**src/rtl/train_pkg.sv**
```systemverilog
// Shared definitions for the train segment controller: widths, state codes
// (also consumed by the time-value selector) and the per-state output decode.
package train_pkg;

  localparam int TW = 19;
  localparam int SW = 4;

  localparam logic [SW-1:0] IDLE     = 4'b0000;
  localparam logic [SW-1:0] ARMED    = 4'b0001;
  localparam logic [SW-1:0] DEPART   = 4'b0010;
  localparam logic [SW-1:0] CRUISE   = 4'b0011;
  localparam logic [SW-1:0] APPROACH = 4'b0100;
  localparam logic [SW-1:0] DWELL    = 4'b0101;
  localparam logic [SW-1:0] FAULT    = 4'b1111;

  typedef enum logic [SW-1:0] {
    ST_IDLE     = IDLE,
    ST_ARMED    = ARMED,
    ST_DEPART   = DEPART,
    ST_CRUISE   = CRUISE,
    ST_APPROACH = APPROACH,
    ST_DWELL    = DWELL,
    ST_FAULT    = FAULT
  } state_t;

  typedef struct packed {
    logic motor_en;
    logic brake_en;
    logic door_open;
    logic busy;
    logic fault;
  } cmd_t;

  // Motor and brake are decoded from disjoint state sets, so they can never
  // both be asserted.
  function automatic cmd_t decode_cmd(input state_t s);
    cmd_t c;
    c.motor_en  = (s == ST_DEPART) || (s == ST_CRUISE);
    c.brake_en  = !((s == ST_DEPART) || (s == ST_CRUISE));
    c.door_open = (s == ST_IDLE) || (s == ST_DWELL);
    c.busy      = (s != ST_IDLE) && (s != ST_FAULT);
    c.fault     = (s == ST_FAULT);
    return c;
  endfunction

endpackage

```
**src/rtl/seg_timer.sv**
```systemverilog
// Loadable down-counter for segment durations. Load beats tick, and the
// count saturates at zero instead of wrapping.
module seg_timer
  import train_pkg::*;
(
  input  logic          clk,
  input  logic          reset,
  input  logic          load,
  input  logic          tick,
  input  logic [TW-1:0] din,
  output logic          zero
);

  logic [TW-1:0] count;

  always_ff @(posedge clk or posedge reset) begin
    if (reset) begin
      count <= '0;
    end else if (load) begin
      count <= din;
    end else if (tick && (count != '0)) begin
      count <= count - 1'b1;
    end
  end

  assign zero = (count == '0);

endmodule

```
**src/rtl/train_sequencer.sv**
```systemverilog
// Master state machine for one train segment: sequences a trip, times each
// segment via seg_timer and issues registered motor/brake/door commands.
module train_sequencer
  import train_pkg::*;
(
  input  logic          clk,
  input  logic          reset,
  input  logic          start,
  input  logic          door_closed,
  input  logic          station,
  input  logic          estop,
  input  logic          fault_clr,
  input  logic          tick,
  input  logic [TW-1:0] tout,
  output logic [SW-1:0] present_state,
  output logic          motor_en,
  output logic          brake_en,
  output logic          door_open,
  output logic          busy,
  output logic          done,
  output logic          fault
);

  state_t state;
  state_t next_state;
  logic   load_pend;
  logic   timer_zero;
  logic   expired;
  cmd_t   next_cmd;

  // The timer is loaded in the cycle after every state change, because tout
  // only reflects the new present_state once that state is registered.
  seg_timer u_timer (
    .clk   (clk),
    .reset (reset),
    .load  (load_pend),
    .tick  (tick),
    .din   (tout),
    .zero  (timer_zero)
  );

  assign expired = !load_pend && timer_zero;

  always_comb begin
    next_state = state;
    if (estop) begin
      next_state = ST_FAULT;
    end else begin
      case (state)
        ST_IDLE:     if (start) next_state = ST_ARMED;
        ST_ARMED:    if (door_closed) next_state = ST_DEPART;
        ST_DEPART: begin
          if (expired)           next_state = ST_CRUISE;
          else if (!door_closed) next_state = ST_FAULT;
        end
        // Station arrival outranks the overrun timeout.
        ST_CRUISE: begin
          if (station)           next_state = ST_APPROACH;
          else if (expired)      next_state = ST_FAULT;
          else if (!door_closed) next_state = ST_FAULT;
        end
        ST_APPROACH: begin
          if (expired)           next_state = ST_DWELL;
          else if (!door_closed) next_state = ST_FAULT;
        end
        ST_DWELL:    if (expired) next_state = ST_IDLE;
        ST_FAULT:    if (fault_clr) next_state = ST_IDLE;
        default:     next_state = ST_FAULT;
      endcase
    end
  end

  assign next_cmd = decode_cmd(next_state);

  // done is a single-cycle strobe with no handshake: it is high for exactly
  // the cycle following the DWELL->IDLE edge and the consumer must sample it.
  always_ff @(posedge clk or posedge reset) begin
    if (reset) begin
      state     <= ST_IDLE;
      load_pend <= 1'b0;
      done      <= 1'b0;
      motor_en  <= 1'b0;
      brake_en  <= 1'b1;
      door_open <= 1'b1;
      busy      <= 1'b0;
      fault     <= 1'b0;
    end else begin
      state     <= next_state;
      load_pend <= (next_state != state);
      done      <= (state == ST_DWELL) && (next_state == ST_IDLE);
      motor_en  <= next_cmd.motor_en;
      brake_en  <= next_cmd.brake_en;
      door_open <= next_cmd.door_open;
      busy      <= next_cmd.busy;
      fault     <= next_cmd.fault;
    end
  end

  assign present_state = state;

endmodule

```
**config.mk**
```make
export PLATFORM = sky130hd
export DESIGN_NAME = train_sequencer
export DESIGN_NICKNAME = d
export VERILOG_FILES = /design/src/rtl/train_pkg.sv /design/src/rtl/seg_timer.sv /design/src/rtl/train_sequencer.sv
export SDC_FILE = /design/constraint.sdc
export NUM_CORES = 1
export LEC_CHECK = 0
export CORE_AREA = 4 4 55 81
export DETAILED_ROUTE_END_ITERATION = 8
export DIE_AREA = 0 0 59 85
export GPL_ROUTABILITY_DRIVEN = 1
export PLACE_DENSITY = 0.87
export SLEW_MARGIN = 10
export SYNTH_ARGS = -nofsm -noshare
export SYNTH_HDL_FRONTEND = slang
export SYNTH_HIERARCHICAL = 1
export SYNTH_SLANG_ARGS = --single-unit
```
**constraint.sdc**
```tcl
create_clock -name clk -period 3.8 [get_ports clk]
set_input_delay 0.38 -clock clk [delete_from_list [all_inputs] [get_ports clk]]
set_output_delay 0.38 -clock clk [all_outputs]
set_load 0.02 [all_outputs]
```
* Yosys cells after proc, flatten, opt, wreduce, memory -nomap -nowiden *
Cells that the tools add are included.

word-level totals
  input bits = 27
  bits in read-only memories = 0
  bits in writable memories = 0
  bits in latches = 0
  memories = 0
  register bits = 30

operators by class
  equal/unequal tests = 12
  shift-type cells = 0
  muxes and demuxes = 13
  multiply operators = 0
  reduce and logical (&&, ||, !) cells = 14
  divide/modulo/power cells = 0
  bitwise gates (word level) = 0
  $add $sub $neg = 1
  magnitude comparators = 0

operators with widths
  kind                     number
  $mux W4                  10
  $mux W19                 2
  $pmux W4 S7              1
  $logic_not A19 Y1        1
  $reduce_bool A19 Y1      1
  $sub A19 B1 Y19 const B  1
  $eq A4 B2 Y1 const B     4
  $eq A4 B3 Y1 const B     3
  $eq A4 B4 Y1 const B     2
  $logic_not A4 Y1         2
  $eq A4 B1 Y1 const B     1
  $logic_and A1 B1 Y1      4
  $ne A4 B4 Y1             1
  $ne A4 B4 Y1 const B     1
  $reduce_bool A4 Y1       1
  $logic_not A1 Y1         2
  $logic_or A1 B1 Y1       2
  $reduce_bool A2 Y1       1

* Longest topological paths before layout *
Gate-level depths: netlist of run 1.

  word-level depth = 9
  mapped depth = 11
  depth with buffers taken out = 11

* Modules after synthesis *
Netlist of run 1, hierarchy kept.

modules (own cells, without submodules)
  module           cells each  instances  area an instance (µm²)  seq. area each (µm²)
  seg_timer        131         1          1206.2                  475.5
  train_sequencer  78          1          681.9                   277.8

* Worst setup path before layout of run 1 *
No wires, ideal clock.

  path type = flip-flop to flip-flop
  start = reg u_timer.count[9]
  end = reg load_pend
  stages on the path, launching flop included = 11
  setup time = 0.139 ns
  clock period less this slack = 2.936 ns
  data arrival time = 2.797 ns
  slack = 0.864 ns
  cell sequence = dfrtp_1 > nor4_2 > and3_1 > buf_2 > and2_1 > nor2b_1 > o31ai_1 > o2bb2ai_2 > or3_4 > xnor2_1 > or4_1

between the ends
  word-level cells in the longest chain between the ends = 7
  elaborated cells on any way between the ends = 10
  those cells by class = 1 x eq/ne; 7 x mux; 2 x reduce/logical

ends and longest elaborated chain
  what                     line                   source
  start, declared          seg_timer.sv:14        logic [TW-1:0] count;
  start signal, assigned   seg_timer.sv:20        count <= din;
  start signal, assigned   seg_timer.sv:22        count <= count - 1'b1;
  $logic_not A19 Y1 (*)    seg_timer.sv:26        assign zero = (count == '0);
  via timer_zero           train_sequencer.sv:27  logic timer_zero;
  $logic_and A1 B1 Y1 (*)  train_sequencer.sv:42  assign expired = !load_pend && timer_zero;
  $mux W4                  train_sequencer.sv:59  else if (expired) next_state = ST_FAULT;
  $mux W4                  train_sequencer.sv:58  if (station) next_state = ST_APPROACH;
  $pmux W4 S7 (*)          train_sequencer.sv:49  case (state)
  $mux W4 (*)              train_sequencer.sv:46  if (estop) begin
  via next_state[2]        train_sequencer.sv:25  state_t next_state;
  $ne A4 B4 Y1 (*)         train_sequencer.sv:89  load_pend <= (next_state != state);
  end signal, assigned     train_sequencer.sv:89
  end, declared            train_sequencer.sv:26  logic load_pend;

The timed path passes the listed nets; every way through them passes the cells marked *.
A chain may end at the register's enable or synchronous reset.

* Final worst setup path of run 1 *
  start = reg u_timer.count[3]
  end = reg load_pend

Same word-level chain as after synthesis.

==> results.toml, run 1 <==
[outcome]
outcome = "finished clean"

[critical_path]
path_max_fanout = 9
cp.arrival_ns = 3.41
end_kind = "flip-flop"
required_ns = 3.96
crit_type = "flip-flop to flip-flop"
start_kind = "flip-flop"

[clock_tree]
clk-insertion-delay-late_ns = 0.28
cts.sink_count = 30
post_cts.resized_instances = 0
clock_tree.htree_level_count = 2
root_buffer = "clkbuf_8"
tritoncts = "done"
cts_made_buffers = 5
clock_path_buffers = 2
clkSlewWorstSetupHoldPaths_ns = 0.07
cts.repair_timing.setup_buffer_count = 0
cts_hold_repair.buffers = 0

[sta]
layout_worst_path_cycle_share = 0.8561
timing.clock.skew_ns = 0.006678
setup_repair_after_global_routing_missed_its_margin = "no"
hold_violations = 0
worstMarginPinSlew_ns = 0.8691
max_slew_violation_count = 0
sum_of_negative_setup_slack_ns = 0
max_freq_mhz = 307.4
worst_rel_slew_slack = 0.4056
min_period_ns = 3.253
finalSetupViolations = 0

[synthesis]
synth_largest_type_area_fraction = 0.3711
synth_fp_nets = 237
synth_cells = 209
post-synth-top-area-cell = "dfrtp_1"
synth.top_cells.by_area = "dfrtp_1 37%, nand2_1 4.8%, xnor2_1 3.7%, mux2_2 3.6%, o21ai_0 3.4%"
syn_area_per_cell_um2 = 9.034
synthDistinctLibCells = 55
yosysSeqAreaShare = 0.3989
yosys_register_bits = 30
synth_ff_type = "dfrtp_1"
netlist_area_before_placement_mm2 = 0.001888
edff_count_synth = 0
synth_async_sr_flop_share = 1.000
ys.warnings.count = 6

[grt]
grtUsageMet3 = 0.04871
met1_usage = 0.2031
grt_pass1_vias = 1780
busiest_layer = "met2"
maximum_number_of_pins_on_one_net_before_global_route_repair = 27
antenna_found_initial = 0
global_route.usage.total = 0.2107
grt_first_pass_wirelength_um = 7955
use_met2 = 0.3823
grt_overflow = 0

[detailed_routing]
iteration_0_drc_markers = 98
totalWireLength_um = 4794
dr_total_vias = 1758
antenna_left = 0
detail_route.first_pass.iterations = 4
average_via_count_per_standard_cell = 6.083
drt-wirelength-per-cell_um = 16.59
drc = 0

[die]
placeableCoreArea_mm2 = 0.003716
die_area_mm2 = 0.005015
floorplan.die.height_um = 85
floorplan.initialDensity = 0.5081
number_of_primary_i_o_pins = 37
row_count = 27
die-width_um = 59

[finish]
num-nets-final = 273
postLayoutCoreUtil = 0.6515
final_cell_count_no_fill = 289
finalInstanceArea_mm2 = 0.002421
layout.cells.most_common_list = "36 x clkdlybuf4s50_1, 28 x dfrtp_1, 24 x nand2_1"
leading_cell_type_in_the_layout_fill_and_taps_excluded = "clkdlybuf4s50_1"
drive_above_1_share = 0.1098
syn_to_final_growth_pct = 28.23
antennaDiodeCount = 0

[pwr]
p_per_area_mw_per_mm2 = 640.6
total_power_mw = 1.551
leakagePower_nw = 0.9567
irDropWorstVdd_mv = 0.3696

[place]
detailed_place_hpwl_um = 3582
placed_cell_area_mm2 = 0.002278
gpl.final_weighted_congestion = 0.9517
dp_cells = 281
number_of_input_and_output_port_buffers_inserted = 36

[flow_run]
timing.max_cap.violations = 0

[hold_path]
min_delay_path_class = "input pin to async pin"
==> synthesized netlist by cell type, types with 2 or more instances <==
cell and number:
a31oi_1 3, or3_4 2, dfrtp_1 28, nand3_1 6, nor4_1 6, nor2b_1 5, dfstp_2 2, o21ai_0 13
clkbuf_1 5, buf_2 4, or2_2 2, nor2_1 12, nand4_1 3, nand3b_1 2, o21ai_1 5, a21o_1 2
xor2_1 5, nor3b_1 5, or4_1 3, or3_1 3, o31ai_1 4, nand2_1 24, a211oi_1 2, inv_1 9
a21oi_1 8, mux2_2 6, nor3_1 2, xnor2_1 8, nand2b_1 3, mux2i_1 2
==> path summary, 6_finish.rpt <==
path	cells after the start	start	slack (ns)	end
worst max-delay path	9	u_timer/count[3]$_DFFE_PP0P_	0.55	load_pend$_DFF_PP0_
worst min-delay path	2	reset	0.41	done$_DFF_PP0_
worst max register to register	9	u_timer/count[3]$_DFFE_PP0P_	0.55	load_pend$_DFF_PP0_
worst min register to register	2	load_pend$_DFF_PP0_	0.58	u_timer/count[4]$_DFFE_PP0P_
max in group asynchronous	2	reset	2.75	u_timer/count[15]$_DFFE_PP0P_
min in group clk	2	load_pend$_DFF_PP0_	0.58	u_timer/count[4]$_DFFE_PP0P_
==> power breakdown <==
| part | switching [mW] | internal [mW] | total [mW] |
|---|---|---|---|
| Sequential | 0.169 | 0.439 | 0.608 |
| Clock | 0.124 | 0.280 | 0.404 |
| Combinational | 0.279 | 0.260 | 0.539 |
==> flip-flops by register name, summed over array words and instances, names as in the netlist <==
signal         flops
brake_en           1
busy               1
done               1
door_open          1
fault              1
load_pend          1
motor_en           1
present_state      4
u_timer/count     19
==> metrics by stage <==
stage	setup WS, ns	hold slack (ns)
detailed placement	0.6043	0.5716
global placement	0.7369	0.5204
global route	0.2828	0.4643
CTS	0.5765	0.4164
floorplan	0.8642	0.2310
finish	0.5468	0.4071
==> cell type report <==
type                    instances  area, um2
fillers                       315       1295
multi-input cells             160       1059
flip-flops and latches         30      753.2
repair buffers                 38      375.4
clock buffers                   6      82.58
clock inverters                 2      60.06
well taps                      43      53.80
inverters                      10      37.54
==> worst max-delay path, cell delays in order (launching register included) <==
cell and delay (ns):
dfrtp_1 0.43, nor4_1 0.46, and3_1 0.41, and2_1 0.24, nor2b_1 0.28, o31ai_1 0.12, o2bb2ai_2 0.16, or3_4 0.41
xnor2_1 0.13, or4_1 0.49
==> kinds of logic (layout without fill, tap and decap cells) <==
family,count (synthesis),count (layout),synth area share
AND/OR/NAND/NOR,88,88,0.2711
buffers and inverters,19,56,0.04042
multiplexers,8,8,0.04639
XOR/XNOR,13,13,0.06031
adder cells (fa/ha/maj),1,1,0.006626
AO/OA/AOI/OAI,50,50,0.1763
flip-flops,30,30,0.3989
==> layer usage <==
metal | wire [um] | share of wire
met1 | 1685 | 0.35
met2 | 2684 | 0.56
met3 | 218 | 0.045
met4 | 206 | 0.043
met5 | 0 | 0
Power figures use the tool's default switching activity.
==> run 2, diff against run 1 <==
--- a/config.mk
+++ b/config.mk
@@ -6,6 +6,7 @@
 export NUM_CORES = 1
 export LEC_CHECK = 0
 export CORE_AREA = 4 4 55 81
+export CTS_CLUSTER_DIAMETER = 60
 export DETAILED_ROUTE_END_ITERATION = 8
 export DIE_AREA = 0 0 59 85
 export GPL_ROUTABILITY_DRIVEN = 1
==> results of run 2 <==
Final layout, timing and power as in run 1 (identical DEF).
==> run 3, diff against run 2 <==
--- a/config.mk
+++ b/config.mk
@@ -5,10 +5,11 @@
 export SDC_FILE = /design/constraint.sdc
 export NUM_CORES = 1
 export LEC_CHECK = 0
-export CORE_AREA = 4 4 55 81
+export CAP_MARGIN = 20
+export CORE_AREA = 3 3 62 70
 export CTS_CLUSTER_DIAMETER = 60
 export DETAILED_ROUTE_END_ITERATION = 8
-export DIE_AREA = 0 0 59 85
+export DIE_AREA = 0 0 65 73
 export GPL_ROUTABILITY_DRIVEN = 1
 export PLACE_DENSITY = 0.87
 export SLEW_MARGIN = 10
==> results.toml, run 3 (synthesized netlist as in run 1, its figures left out) <==
[outcome]
outcome = "finished clean"

[sta]
worst_rel_slew_slack = 0.5090
max_slew_violation_count = 0
worstMarginPinSlew_ns = 0.7180
sum_of_negative_setup_slack_ns = 0
timing.clock.skew_ns = 0.007785
setup_repair_after_global_routing_missed_its_margin = "no"
layout_worst_path_cycle_share = 0.8380
max_freq_mhz = 314.0
finalSetupViolations = 0
hold_violations = 0
timing.hold.ws_ns = 0.4061
min_period_ns = 3.184

[grt]
maximum_number_of_pins_on_one_net_before_global_route_repair = 20
grt_overflow = 0
global_route.usage.total = 0.1945
grt_pass1_vias = 1622
grt_first_pass_wirelength_um = 7162
antenna_found_initial = 0

[finish]
num-nets-final = 273
layout.cells.most_common_list = "36 x clkdlybuf4s50_1, 28 x dfrtp_1, 24 x nand2_1"
antennaDiodeCount = 0
largest_register_ffs = 19
postLayoutCoreUtil = 0.6518
final_cell_count_no_fill = 296
largest-register = "u_timer/count"
leading_cell_type_in_the_layout_fill_and_taps_excluded = "clkdlybuf4s50_1"
multi_input_comb_area_mm2 = 0.001059
drive_above_1_share = 0.1098
syn_to_final_growth_pct = 26.18
sequential_cell_area_um2 = 753.2
num-fill-cells = 317

[critical_path]
kind_of_cell_adding_the_most_delay_to_the_critical_path = "simple AND/OR/NAND/NOR gates"
cpMaxStageDelayCell = "or4_1"
crit_path_max_incr_delay_ns = 0.49
cp.arrival_ns = 3.34
crit_path_cell_trace = "nor4_1, and3_1, and2_1, nor2b_1, o31ai_1, o2bb2ai_2, or3_4, xnor2_1, or4_1"
required_ns = 3.95
timing.critical_path.buf_inv = 0
start_kind = "flip-flop"
path_max_fanout = 9
end_kind = "flip-flop"
crit_type = "flip-flop to flip-flop"

[flow_run]
timing.max_cap.violations = 0

[clock_tree]
cts.repair_timing.setup_buffer_count = 0
root_buffer = "clkbuf_8"
clk-insertion-delay-late_ns = 0.28
post_cts.resized_instances = 0
clkSlewWorstSetupHoldPaths_ns = 0.07
cts.sink_count = 30
cts_hold_repair.buffers = 0
clock_path_buffers = 2
cts_made_buffers = 5
tritoncts = "done"
clock_tree.htree_level_count = 2

[place]
number_of_input_and_output_port_buffers_inserted = 36
detailed_place_hpwl_um = 3273
dp_cells = 288
gpl.final_weighted_congestion = 0.9306

[die]
die_area_mm2 = 0.004745
floorplan.initialDensity = 0.5166
number_of_primary_i_o_pins = 37
placeableCoreArea_mm2 = 0.003655
row_count = 23
die-width_um = 65
floorplan.die.height_um = 73

[detailed_routing]
detail_route.first_pass.iterations = 4
totalWireLength_um = 4216
antenna_left = 0
drt-wirelength-per-cell_um = 14.24
detailroute.wirelength.met3_um = 199
routed_wl_met2_um = 2145
wl_met1_um = 1748
average_via_count_per_standard_cell = 5.753
highest-signal-layer = "met4"
dr_total_vias = 1703
drc = 0
iteration_0_drc_markers = 139

[pwr]
leakagePower_nw = 0.9325
irDropWorstVdd_mv = 0.4068
p_per_area_mw_per_mm2 = 584.9
total_power_mw = 1.393

[hold_path]
min_delay_path_class = "input pin to async pin"
run 3: layout make-up:
cell class / count / share of cell area
clock buffer: 6 / 0.03466
clock inverter: 2 / 0.005252
inverter: 10 / 0.01576
multi-input combinational: 160 / 0.4443
sequential: 30 / 0.3162
tap: 50 / 0.02626
timing repair buffer: 38 / 0.1576
run 3: per-stage QoR:
stage / worst slack (ns) / cell area [um2]
final: 0.6157 / 2382
after global routing: 0.3755 / 2382
after CTS: 0.6332 / 2382
after detailed placement: 0.6658 / 2287
after global placement: 0.7133 / 2287
after floorplan: 0.8642 / 1888
run 3: final timing paths:
kind,startpoint,slack [ns],cells past startpoint,end
worst max register to register,u_timer/count[3]$_DFFE_PP0P_,0.62,9,load_pend$_DFF_PP0_
worst min register to register,u_timer/count[11]$_DFFE_PP0P_,0.59,2,u_timer/count[11]$_DFFE_PP0P_
worst max-delay path,u_timer/count[3]$_DFFE_PP0P_,0.62,9,load_pend$_DFF_PP0_
min in group clk,u_timer/count[11]$_DFFE_PP0P_,0.59,2,u_timer/count[11]$_DFFE_PP0P_
max in group asynchronous,reset,2.76,2,u_timer/count[2]$_DFFE_PP0P_
worst min-delay path,reset,0.41,2,present_state[2]$_DFF_PP0_
run 3: worst register-to-register path, stage by stage (launching register included):
cell	delay, ns
dfrtp_1	0.43
nor4_1	0.44
and3_1	0.40
and2_1	0.22
nor2b_1	0.27
o31ai_1	0.12
o2bb2ai_2	0.15
or3_4	0.41
xnor2_1	0.13
or4_1	0.49
run 3: per-layer routing:
metal  vias up  track usage
met4         0      0.09155
met3        13      0.05085
met2        65       0.3307
li1        833            -
met5         -            0
met1       792       0.2282
run 3: power breakdown:
part | switching [mW] | total (mW) | leakage, nW | internal, mW
Clock | 0.121 | 0.266 | 0.0472 | 0.145
Sequential | 0.172 | 0.611 | 0.347 | 0.439
Combinational | 0.255 | 0.516 | 0.538 | 0.260
Total | 0.549 | 1.39 | 0.933 | 0.845
